`src/rtl/mem_access_ctrl_pkg.sv`:
```
// Shared constants for the instruction/data memory access controller:
// default widths, latency and the per-channel FSM state encoding.
package mem_access_ctrl_pkg;
  localparam int WORD_SIZE_DEF   = 16;
  localparam int MEM_LATENCY_DEF = 2;
  localparam int CNT_W           = 3;

  typedef enum logic [1:0] {
    ST_IDLE   = 2'd0,
    ST_ACCESS = 2'd1,
    ST_HOLD   = 2'd2
  } ch_state_e;
endpackage

```
`src/rtl/mem_latency_fsm.sv`:
```
// Per-channel access sequencer: counts LATENCY cycles per access and reports
// first/active/done/busy for the current cycle; state is exposed on o_state.
module mem_latency_fsm
  import mem_access_ctrl_pkg::*;
#(
  parameter int LATENCY  = MEM_LATENCY_DEF,
  parameter bit HAS_HOLD = 1'b0
) (
  input  logic      clk,
  input  logic      reset_n,
  input  logic      i_req,
  input  logic      i_hit,
  input  logic      i_restart,
  input  logic      i_abort,
  output logic      o_first,
  output logic      o_active,
  output logic      o_done,
  output logic      o_busy,
  output ch_state_e o_state
);
  localparam logic [CNT_W-1:0] LAST = CNT_W'(LATENCY - 1);

  ch_state_e        r_state;
  ch_state_e        w_next_state;
  logic [CNT_W-1:0] r_cnt;
  logic [CNT_W-1:0] w_next_cnt;
  logic [CNT_W-1:0] w_cnt_cur;
  logic             w_start;
  logic             w_restart;

  always_ff @(posedge clk or negedge reset_n) begin
    if (!reset_n) begin
      r_state <= ST_IDLE;
      r_cnt   <= '0;
    end else begin
      r_state <= w_next_state;
      r_cnt   <= w_next_cnt;
    end
  end

  // Everything is gated by reset_n so strobes and busy drop in the reset cycle.
  always_comb begin
    w_start      = reset_n && i_req &&
                   ((r_state == ST_IDLE) || ((r_state == ST_HOLD) && !i_hit));
    w_restart    = reset_n && (r_state == ST_ACCESS) && i_restart;
    o_first      = w_start || w_restart;
    o_active     = w_start || (reset_n && (r_state == ST_ACCESS));
    w_cnt_cur    = o_first ? '0 : r_cnt;
    o_done       = o_active && (w_cnt_cur == LAST);
    o_busy       = o_active && !o_done;
    w_next_state = r_state;
    w_next_cnt   = '0;
    if (o_active) begin
      if (i_abort) begin
        w_next_state = ST_IDLE;
      end else if (o_done) begin
        w_next_state = HAS_HOLD ? ST_HOLD : ST_IDLE;
      end else begin
        w_next_state = ST_ACCESS;
        w_next_cnt   = w_cnt_cur + CNT_W'(1);
      end
    end
  end

  assign o_state = r_state;
endmodule

```
`src/rtl/mem_access_ctrl.sv`:
```
// Instruction/data memory access controller: two independent latency FSMs,
// plus a one-entry hold buffer that serves repeated fetches of the same address.
// Handshake: a requester keeps its request and operands steady while busy=1;
// the access completes in the first cycle the request is present with busy=0.
module mem_access_ctrl
  import mem_access_ctrl_pkg::*;
#(
  parameter int WORD_SIZE   = WORD_SIZE_DEF,
  parameter int MEM_LATENCY = MEM_LATENCY_DEF
) (
  input  logic                 clk,
  input  logic                 reset_n,
  input  logic                 i_req,
  input  logic [WORD_SIZE-1:0] i_addr,
  input  logic                 i_abort,
  output logic [WORD_SIZE-1:0] i_data,
  output logic                 i_busy,
  input  logic                 d_read,
  input  logic                 d_write,
  input  logic [WORD_SIZE-1:0] d_addr,
  input  logic [WORD_SIZE-1:0] d_wdata,
  output logic [WORD_SIZE-1:0] d_rdata,
  output logic                 d_busy,
  output logic                 i_mem_read,
  output logic [WORD_SIZE-1:0] i_mem_addr,
  input  logic [WORD_SIZE-1:0] i_mem_data,
  output logic                 d_mem_read,
  output logic                 d_mem_write,
  output logic [WORD_SIZE-1:0] d_mem_addr,
  output logic [WORD_SIZE-1:0] d_mem_wdata,
  input  logic [WORD_SIZE-1:0] d_mem_rdata
);
  logic                 w_i_first, w_i_active, w_i_done, w_i_busy;
  logic                 w_i_hit, w_i_restart;
  ch_state_e            w_i_state;
  logic [WORD_SIZE-1:0] r_i_acc_addr;
  logic [WORD_SIZE-1:0] r_i_buf_addr;
  logic [WORD_SIZE-1:0] r_i_buf_data;
  logic                 r_i_buf_valid;

  logic                 w_d_first, w_d_active, w_d_done, w_d_busy;
  logic                 w_d_in_access, w_d_wr;
  ch_state_e            w_d_state;
  logic                 r_d_wr;
  logic [WORD_SIZE-1:0] r_d_addr;
  logic [WORD_SIZE-1:0] r_d_wdata;
  logic [WORD_SIZE-1:0] r_d_rdata;

  assign w_i_restart = (i_addr != r_i_acc_addr);
  assign w_i_hit     = (w_i_state == ST_HOLD) && r_i_buf_valid && i_req && !i_abort &&
                       (i_addr == r_i_buf_addr);

  mem_latency_fsm #(.LATENCY(MEM_LATENCY), .HAS_HOLD(1'b1)) u_i_fsm (
    .clk       (clk),
    .reset_n   (reset_n),
    .i_req     (i_req),
    .i_hit     (w_i_hit),
    .i_restart (w_i_restart),
    .i_abort   (i_abort),
    .o_first   (w_i_first),
    .o_active  (w_i_active),
    .o_done    (w_i_done),
    .o_busy    (w_i_busy),
    .o_state   (w_i_state)
  );

  assign i_mem_read = w_i_active;
  assign i_mem_addr = w_i_first ? i_addr : r_i_acc_addr;
  assign i_busy     = w_i_busy;
  // The buffer data is also the last completed fetch value.
  assign i_data     = w_i_done ? i_mem_data : r_i_buf_data;

  always_ff @(posedge clk or negedge reset_n) begin
    if (!reset_n) begin
      r_i_acc_addr  <= '0;
      r_i_buf_addr  <= '0;
      r_i_buf_data  <= '0;
      r_i_buf_valid <= 1'b0;
    end else begin
      if (w_i_first) r_i_acc_addr <= i_addr;
      if (w_i_done && !i_abort) begin
        r_i_buf_addr  <= i_mem_addr;
        r_i_buf_data  <= i_mem_data;
        r_i_buf_valid <= 1'b1;
      end else if (w_i_first && (w_i_state == ST_ACCESS)) begin
        r_i_buf_valid <= 1'b0;
      end
    end
  end

  mem_latency_fsm #(.LATENCY(MEM_LATENCY), .HAS_HOLD(1'b0)) u_d_fsm (
    .clk       (clk),
    .reset_n   (reset_n),
    .i_req     (d_read | d_write),
    .i_hit     (1'b0),
    .i_restart (1'b0),
    .i_abort   (1'b0),
    .o_first   (w_d_first),
    .o_active  (w_d_active),
    .o_done    (w_d_done),
    .o_busy    (w_d_busy),
    .o_state   (w_d_state)
  );

  // Write wins when both read and write are requested.
  assign w_d_in_access = (w_d_state == ST_ACCESS);
  assign w_d_wr        = w_d_in_access ? r_d_wr : d_write;
  assign d_mem_write   = w_d_active && w_d_wr;
  assign d_mem_read    = w_d_active && !w_d_wr;
  assign d_mem_addr    = w_d_in_access ? r_d_addr : d_addr;
  assign d_mem_wdata   = w_d_in_access ? r_d_wdata : d_wdata;
  assign d_busy        = w_d_busy;
  assign d_rdata       = (w_d_done && !w_d_wr) ? d_mem_rdata : r_d_rdata;

  always_ff @(posedge clk or negedge reset_n) begin
    if (!reset_n) begin
      r_d_wr    <= 1'b0;
      r_d_addr  <= '0;
      r_d_wdata <= '0;
      r_d_rdata <= '0;
    end else begin
      if (w_d_first) begin
        r_d_wr    <= d_write;
        r_d_addr  <= d_addr;
        r_d_wdata <= d_wdata;
      end
      if (w_d_done && !w_d_wr) r_d_rdata <= d_mem_rdata;
    end
  end
endmodule

```
`config.mk`:
```
export PLATFORM = sky130hd
export DESIGN_NAME = mem_access_ctrl
export DESIGN_NICKNAME = d
export VERILOG_FILES = /design/src/rtl/mem_access_ctrl_pkg.sv /design/src/rtl/mem_latency_fsm.sv /design/src/rtl/mem_access_ctrl.sv
export SDC_FILE = /design/constraint.sdc
export NUM_CORES = 1
export LEC_CHECK = 0
export CAP_MARGIN = 20
export CORE_ASPECT_RATIO = 0.7
export CORE_MARGIN = 4
export CORE_UTILIZATION = 43
export CTS_CLUSTER_DIAMETER = 200
export DETAILED_ROUTE_END_ITERATION = 6
export PLACE_DENSITY = 0.77
export SLEW_MARGIN = 10
export SYNTH_ARGS = -nofsm -noshare
export SYNTH_HDL_FRONTEND = slang
export SYNTH_SLANG_ARGS = --single-unit
```
`constraint.sdc`:
```
create_clock -name clk -period 5.7 [get_ports clk]
set_input_delay 1.71 -clock clk [delete_from_list [all_inputs] [get_ports clk]]
set_output_delay 1.71 -clock clk [all_outputs]
set_load 0.05 [all_outputs]
```
Word-level counts from Yosys, hierarchy flattened

Index checks and enable logic that the tools add are counted.

Register bits after elaboration: 108
Input bits: 86
Output and inout bits: 85
Logic and storage cells: 75

Add/subtract/negate cells: 2
Equal/unequal tests: 8
Multiplexer cells: 18
Bitwise logic cells: 1
Reductions and logical operators: 34

Operators with widths:

| kind                                                            | count |
|---|---|
| 16-bit 2-to-1 mux                                               | 5 |
| 1-bit logical AND                                               | 21 |
| 3-bit 2-to-1 mux                                                | 7 |
| 16-bit == test                                                  | 1 |
| 16-bit inequality test                                          | 1 |
| 3-bit by 1-bit adder with 3-bit output, second input constant   | 2 |
| 3-bit by 1-bit == test with 1-bit output, second input constant | 2 |
| 1-bit zero test                                                 | 5 |
| 1-bit logical OR                                                | 5 |
| 2-bit by 1-bit == test with 1-bit output, second input constant | 2 |
| 2-bit == test, second input constant                            | 2 |
| 2-bit zero test                                                 | 2 |
| 1-bit 2-to-1 mux                                                | 4 |
| 2-bit 2-to-1 mux                                                | 2 |
| 2-bit nonzero test                                              | 1 |
| 1-bit OR                                                        | 1 |

Depth between registers and ports, before layout

Gate-level depths: netlist (run 1).

Depth in word-level cells: 16
Depth in mapped cells: 14

By module

A second synthesis (run 1) with hierarchy kept.

Cell total of the unflattened synthesis: 382
Area total of the unflattened synthesis: 5262.5 sq um

Modules (own cells, without submodules):

| module                    | instances | cells an instance | area an instance (sq um) |
|---|---|---|---|
| mem_access_ctrl           | 1         | 315               | 4658.2 |
| mem_latency_fsm (u_i_fsm) | 1         | 37                | 342.8 |
| mem_latency_fsm (u_d_fsm) | 1         | 30                | 261.5 |

Worst setup path after synthesis (run 1)

OpenSTA, ideal clock, no wires.

Kind: in2out
Start: in reset_n
End: out i_busy
Data arrival time: 4.164 ns
Required time: 3.990 ns
Slack: -0.174 ns
Stages: 10
Cell sequence: clkbuf_1 nand2_1 nor2_1 o21a_2 clkbuf_1 nor2_1 and2_1 ha_1 o31a_1 a21oi_1

Word-level cells in the longest chain between the ends: 8
Elaborated cells on any way between the ends: 11
Classes of those cells: eq/ne: 1; mux: 1; reduce/logical: 9

Ends and longest elaborated chain:

| item                                        | line                                                                | source |
|---|---|---|
| start, declared                             | mem_access_ctrl.sv:12                                               | `input logic reset_n,` |
| 1-bit logical AND, on equally long branches | mem_latency_fsm.sv:43, mem_latency_fsm.sv:45, mem_latency_fsm.sv:47 |  |
| 1-bit logical AND, on equally long branches | mem_latency_fsm.sv:43, mem_latency_fsm.sv:45                        |  |
| 1-bit logical OR                            | mem_latency_fsm.sv:46                                               | `o_first = w_start \|\| w_restart;` |
| 3-bit 2-to-1 mux                            | mem_latency_fsm.sv:48                                               | `w_cnt_cur = o_first ? '0 : r_cnt;` |
| 3-bit by 1-bit == test with 1-bit output    | mem_latency_fsm.sv:49                                               | `o_done = o_active && (w_cnt_cur == LAST);` |
| 1-bit logical AND                           | mem_latency_fsm.sv:49                                               |  |
| 1-bit zero test                             | mem_latency_fsm.sv:50                                               | `o_busy = o_active && !o_done;` |
| 1-bit logical AND (*)                       | mem_latency_fsm.sv:50                                               |  |
| end, declared                               | mem_access_ctrl.sv:17                                               | `output logic i_busy,` |

Mark *: on every way between the ends. The rest lies on a longest branch, timed or not.

Final worst setup path (run 1)

Start: in i_addr[14]
End: out i_data[1]

Word-level cells in the longest chain between the ends: 11
Elaborated cells on any way between the ends: 14
Classes of those cells: eq/ne: 3; mux: 2; reduce/logical: 9

Ends and longest elaborated chain:

| item                                     | line                  | source |
|---|---|---|
| start, declared                          | mem_access_ctrl.sv:14 | `input logic [WORD_SIZE-1:0] i_addr,` |
| 16-bit == test                           | mem_access_ctrl.sv:51 | `(i_addr == r_i_buf_addr);` |
| 1-bit logical AND                        | mem_access_ctrl.sv:50 | `assign w_i_hit = (w_i_state == ST_HOLD) && r_i_buf_valid && i_req && !i_abort &&` |
| 1-bit zero test                          | mem_latency_fsm.sv:44 | `((r_state == ST_IDLE) \|\| ((r_state == ST_HOLD) && !i_hit));` |
| 1-bit logical AND                        | mem_latency_fsm.sv:44 |  |
| 1-bit logical OR                         | mem_latency_fsm.sv:44 |  |
| 1-bit logical AND                        | mem_latency_fsm.sv:43 | `w_start = reset_n && i_req &&` |
| 1-bit logical OR                         | mem_latency_fsm.sv:46 |  |
| 3-bit 2-to-1 mux                         | mem_latency_fsm.sv:48 |  |
| 3-bit by 1-bit == test with 1-bit output | mem_latency_fsm.sv:49 |  |
| 1-bit logical AND (*)                    | mem_latency_fsm.sv:49 |  |
| 16-bit 2-to-1 mux (*)                    | mem_access_ctrl.sv:71 | `assign i_data = w_i_done ? i_mem_data : r_i_buf_data;` |
| end, declared                            | mem_access_ctrl.sv:16 | `output logic [WORD_SIZE-1:0] i_data,` |

Marks and branches as above.

==> impl_metrics.json, run 1 <==
{
  "p_int_w": 0.00276,
  "combPwrFrac_pct": 61.0,
  "drc_errors": 0,
  "htreeDepth": 3,
  "place_congestion": 0.893,
  "crit_path_start_kind": "input pin",
  "vias_per_cell": 5.46,
  "floorplan.rows": 34,
  "ys.flop_type": "dfrtp_1",
  "die-area_sq_um": 14900,
  "worst_slew_pin_slew_ns": 0.819,
  "synth_cell_type_count": 41,
  "peakVddDrop_v": 0.000349,
  "outcome": "finished, final reports clean",
  "clkTransAtPathRegs_ns": 0.07,
  "required_ns": 3.99,
  "io_buffers": 170,
  "hp-start": "u_i_fsm.r_cnt[0]",
  "rr_startpoint": "r_i_acc_addr[4]",
  "setup_viol": 0,
  "dp_hpwl_mm": 11.3,
  "cts_buffer_depth": 2,
  "rsz0062_at_grt": "yes",
  "hold_path.class": "reg -> reg",
  "synth_edf_count": 0,
  "crit_path_end_kind": "output pin",
  "crit_buf_inv": 4,
  "final_cell_mix": "dfrtp_1 (107), mux2_2 (103), clkdlybuf4s50_1 (99)",
  "swShare_pct": 42.9,
  "vias": 4606,
  "leakage_nw": 3.87,
  "seqPwrFrac_pct": 25.6,
  "cp_max_fo": 8,
  "synthToLayoutAreaGrowth_pct": 58.5,
  "wire_per_inst_microns": 19.6,
  "ant_nets": 0,
  "yosysWarnings": 0,
  "power_density_nw_per_um2": 547,
  "final.setup.worst_slack_ns": 0.0411,
  "drt_iter0_markers": 217,
  "grt_pass1_wl_mm": 25.9,
  "drive_gt1_share_pct": 45.5,
  "clkLatencyLatePin_ns": 0.35,
  "synth_fp_nets": 545,
  "finalCritPeriodShare_pct": 99.3,
  "multi_input_comb_area_sq_um": 3040,
  "drtPass1Iterations": 5,
  "cpMaxStageDelayCell": "or3_1",
  "die_y_microns": 103,
  "slew_viol_final": 0,
  "hold_violations": 0,
  "postCtsHoldBufs": 0,
  "fmax_mhz": 177,
  "antenna_found_initial": 0,
  "grt_pass1_vias": 4973,
  "cts-root-buf": "clkbuf_16",
  "max-cap-violations": 0,
  "crit_start": "i_addr[14]",
  "crit_family": "simple AND/OR/NAND/NOR gates",
  "synth_area_sq_um": 5580,
  "initial_utilization_pct": 44.5,
  "period_minus_slack_ns": 5.66,
  "regArea_sq_um": 2680,
  "cp.arrival_ns": 3.95,
  "synthArstFlopShare_pct": 100,
  "relSlewSlack_pct": 45.4,
  "fin_nets": 766,
  "grt-ovfl-total": 0,
  "crit_chain": "clkbuf_2 -> buf_4 -> xor2_2 -> or3_1 -> o21a_2 -> nor2_4 -> and2_4 -> ha_4 -> o21ai_4 -> buf_12 -> mux2_4 -> buf_8",
  "core_sq_um": 12500,
  "grt.total_usage_pct": 22.1,
  "layout_commonest_cell": "dfrtp_1",
  "seq_area_frac_synth_pct": 48.0,
  "netlist_instances": 455,
  "drt_wl_total_mm": 16.5,
  "switchingPower_w": 0.00208,
  "syn_avg_cell_area_sq_um": 12.3,
  "nFillCells": 847,
  "grt_max_degree": 65,
  "path_class": "in -> out",
  "antenna_cells": 0,
  "rrSetupSlack_ns": 2.44,
  "worst_path_largest_cell_delay_ns": 0.37,
  "ys_ff_latch": 107,
  "fin_util_pct": 70.5,
  "timing.hold.ws_ns": 0.479,
  "cts_buffers": 9,
  "pwr-share-clk_pct": 13.4,
  "post-place-ws_ns": -0.646,
  "skew_ns": 0.0121,
  "die_w_microns": 144,
  "cts.sinks": 107,
  "io_pins": 171,
  "tritoncts": "done"
}
synthesized netlist by cell type, drive strengths merged, types with 2 or more instances:
cell type	count	area share, %
and2	4	0.45
nand4	3	0.34
o21ai	40	4.0
mux2	129	27
nor4	10	1.2
nand3	17	1.5
o211ai	17	2.3
or3	2	0.22
inv	5	0.34
nand3b	2	0.27
buf	14	1.8
o21a	2	0.29
a21oi	3	0.47
dfrtp	107	48
nor3	2	0.18
ha	4	0.90
nor2	10	0.67
nor3b	16	2.2
clkbuf	14	0.94
xor2	33	5.2
nand2	12	0.81
final timing paths:
kind	endpoint	depth (start not counted)
max reg2reg	r_i_buf_addr[2]	14
max	i_data[1]	12
min reg2reg	u_i_fsm.r_cnt[0]	1
min in group asynchronous	r_d_wr	2
min	u_i_fsm.r_cnt[0]	1
max in group asynchronous	r_d_addr[15]	3
area by class of cell:
class	count	area share, %
multi-input cells	316	34.4
flip-flops and latches	107	30.3
well taps	162	2.29
clock inverters	6	0.778
clock buffers	10	2.70
repair buffers	237	29.3
inverters	5	0.212
kinds of logic after synthesis:
group / count (synthesis) / share of synthesized area (%)
multiplexers: 130 / 26.9
flip-flops: 107 / 48.0
AND/OR/NAND/NOR: 82 / 8.41
AO/OA/AOI/OAI: 66 / 7.62
XOR/XNOR: 33 / 5.18
buffers and inverters: 33 / 3.05
adder cells (fa/ha/maj): 4 / 0.897
metrics by stage:
| stage | setup TNS [ns] | cell area, sq um | instances | total power [W] |
|---|---|---|---|---|
| 6_report | 0 | 8850 | 843 | 0.00484 |
| 5_1_grt | -0.644 | 8850 | 843 | 0.00503 |
| 4_1_cts | -0.982 | 8670 | 838 | 0.00476 |
| 3_5_place_dp | -12.91 | 8040 | 809 | 0.00395 |
| 3_3_place_gp | -10.48 | 8040 | 809 | 0.00389 |
| 2_1_floorplan | 0 | 5590 | 455 | 0.00274 |
flip-flops by register name, summed over array words and instances (netlist names), 2 cells and up:
name and flops:
r_d_wdata 16, u_i_fsm.o_state 2, r_i_buf_data 16, u_i_fsm.r_cnt 3, r_i_buf_addr 16, r_i_acc_addr 16
u_d_fsm.r_cnt 3, r_d_rdata 16, r_d_addr 16
what timing repair did:
action                                  4_1_cts  5_1_grt
setup buffers                                12        7
endpoints found under the setup margin       33       32
resized for setup                            83       60
pin swaps                                    15       20
gates cloned                                  1        0
routing by layer:
metal | up-vias | track usage (%) | part of all wire, %
met5 | - | 0 | 0
met4 | 0 | 5.81 | 1.2
met3 | 19 | 5.38 | 7.4
met2 | 208 | 37.7 | 50
met1 | 2306 | 28.7 | 41
li1 | 2073 | - | -
power by group through the flow:
stage | sequential (W) | combinational, W | clock [W]
6_report | 0.00124 | 0.00295 | 0.000650
5_1_grt | 0.00126 | 0.00308 | 0.000688
2_1_floorplan | 0.00115 | 0.00159 | 0
4_1_cts | 0.00121 | 0.00288 | 0.000663
3_5_place_dp | 0.00122 | 0.00273 | 0
3_3_place_gp | 0.00120 | 0.00269 | 0
(Power assumes the default switching activity.)
==> run 2, diff against run 1 <==
--- a/config.mk
+++ b/config.mk
@@ -8,10 +8,11 @@
 export CAP_MARGIN = 20
 export CORE_ASPECT_RATIO = 0.7
 export CORE_MARGIN = 4
-export CORE_UTILIZATION = 43
+export CORE_UTILIZATION = 38
 export CTS_CLUSTER_DIAMETER = 200
 export DETAILED_ROUTE_END_ITERATION = 6
-export PLACE_DENSITY = 0.77
+export DONT_BUFFER_PORTS = 1
+export PLACE_DENSITY = 0.56
 export SLEW_MARGIN = 10
 export SYNTH_ARGS = -nofsm -noshare
 export SYNTH_HDL_FRONTEND = slang
==> impl_metrics.json, run 2 (synthesis results as in run 1) <==
{
  "outcome": "finished, final reports clean",
  "die-area_sq_um": 16700,
  "worst_slew_pin_slew_ns": 0.950,
  "fin_nets": 559,
  "drtPass1Iterations": 5,
  "crit_path_end_kind": "output pin",
  "cp_max_fo": 8,
  "place_congestion": 0.840,
  "post_cts_buffers": 0,
  "cts_buffer_depth": 2,
  "die_w_microns": 153,
  "grt_pass1_vias": 3823,
  "dp_hpwl_mm": 9.72,
  "grt_pass1_wl_mm": 21.7,
  "finalSetupTns_ns": 0,
  "rsz0062_at_grt": "no",
  "grt-busiest-layer": "met2",
  "ctsResizeCount": 0,
  "hold_path.class": "reg -> reg",
  "core_sq_um": 14100,
  "grtUsageMet1_pct": 21.9,
  "hold_violations": 0,
  "skew_ns": 0.00880,
  "grt-ovfl-total": 0,
  "setup_viol": 0,
  "period_minus_slack_ns": 5.58,
  "grt_max_degree": 116,
  "cts.sinks": 107,
  "die_y_microns": 109,
  "initial_utilization_pct": 39.5,
  "leakage_nw": 2.68,
  "vias_per_cell": 5.49,
  "fmax_mhz": 179,
  "drive_gt1_share_pct": 39.0,
  "use_met2_pct": 25.6,
  "required_ns": 3.99,
  "grt.total_usage_pct": 16.4,
  "finalCritPeriodShare_pct": 97.9,
  "reg2reg_depth": 12,
  "drt_iter0_markers": 253,
  "peakVddDrop_v": 0.000183,
  "clkLatencyLatePin_ns": 0.34,
  "io_pins": 171,
  "vias": 3648,
  "cp.arrival_ns": 3.87,
  "slew_viol_final": 0,
  "path_class": "in -> out",
  "max-cap-violations": 0,
  "htreeDepth": 3,
  "drc_errors": 0,
  "use_met3_pct": 6.14,
  "cts_buffers": 9,
  "crit_path_start_kind": "input pin",
  "antenna_found_initial": 0,
  "postCtsHoldBufs": 0,
  "final_cell_mix": "mux2_2 (110), dfrtp_1 (107), o21ai_0 (36)",
  "synthToLayoutAreaGrowth_pct": 12.6,
  "ant_nets": 0,
  "clkTransAtPathRegs_ns": 0.08,
  "tritoncts": "done",
  "fin_total_pwr_w": 0.00370,
  "placed_cells": 647,
  "timing.hold.ws_ns": 0.471,
  "power_density_nw_per_um2": 589,
  "wire_per_inst_microns": 20.8,
  "io_buffers": 0,
  "floorplan.rows": 36,
  "relSlewSlack_pct": 36.6,
  "drt_wl_total_mm": 13.9,
  "hold_depth": 1,
  "stdcell_count": 665,
  "cts-root-buf": "clkbuf_16",
  "layout_commonest_cell": "mux2_2"
}
run 2: layout make-up:
| class | instances | area (sq um) |
|---|---|---|
| repair buffers | 30 | 238 |
| clock inverters | 6 | 55.1 |
| diodes | 1 | 2.50 |
| well taps | 190 | 238 |
| fillers | 1279 | 7860 |
| clock buffers | 10 | 239 |
| multi-input cells | 316 | 2820 |
| flip-flops and latches | 107 | 2680 |
| inverters | 5 | 18.8 |
run 2: layer usage:
metal  up-vias  wire, microns
li1       1679              -
met4         0            104
met2       149           6250
met5         -              0
met1      1811           6130
met3         9           1380
run 2: path summary, 6_finish.rpt:
kind	to	slack, ns	start
min in group asynchronous	r_d_addr[14]	1.06	reset_n
max	i_data[11]	0.12	i_addr[6]
min	u_i_fsm.r_cnt[0]	0.47	u_i_fsm.r_cnt[0]
max in group asynchronous	r_i_buf_data[4]	4.40	reset_n
min reg2reg	u_i_fsm.r_cnt[0]	0.47	u_i_fsm.r_cnt[0]
max reg2reg	r_i_buf_addr[5]	2.41	r_i_buf_addr[6]
run 2: critical path, stage by stage:
cell	delay, ns
xor2_1	0.16
nor4_1	0.32
nand4_1	0.20
o21a_2	0.25
nor2_1	0.18
and2_1	0.25
ha_4	0.22
o21ai_4	0.14
mux2_4	0.43
run 2: metrics by stage:
| step | setup WS (ns) | util, % | instance area, sq um |
|---|---|---|---|
| after global routing | 0.0109 | 44.4 | 6280 |
| after CTS | 0.0140 | 43.9 | 6200 |
| after detailed placement | 0.0200 | 41.8 | 5910 |
| after floorplan | 0.0699 | - | 5590 |
| final | 0.118 | 44.4 | 6280 |
| after global placement | 0.0492 | 41.8 | 5910 |
run 2: power breakdown:
group / switching [W] / leakage (nW) / internal (W) / total (W)
combinational: 0.00135 / 1.22 / 0.000543 / 0.00189
sequential: 0.000160 / 1.33 / 0.00104 / 0.00120
clock: 0.000295 / 0.140 / 0.000318 / 0.000613
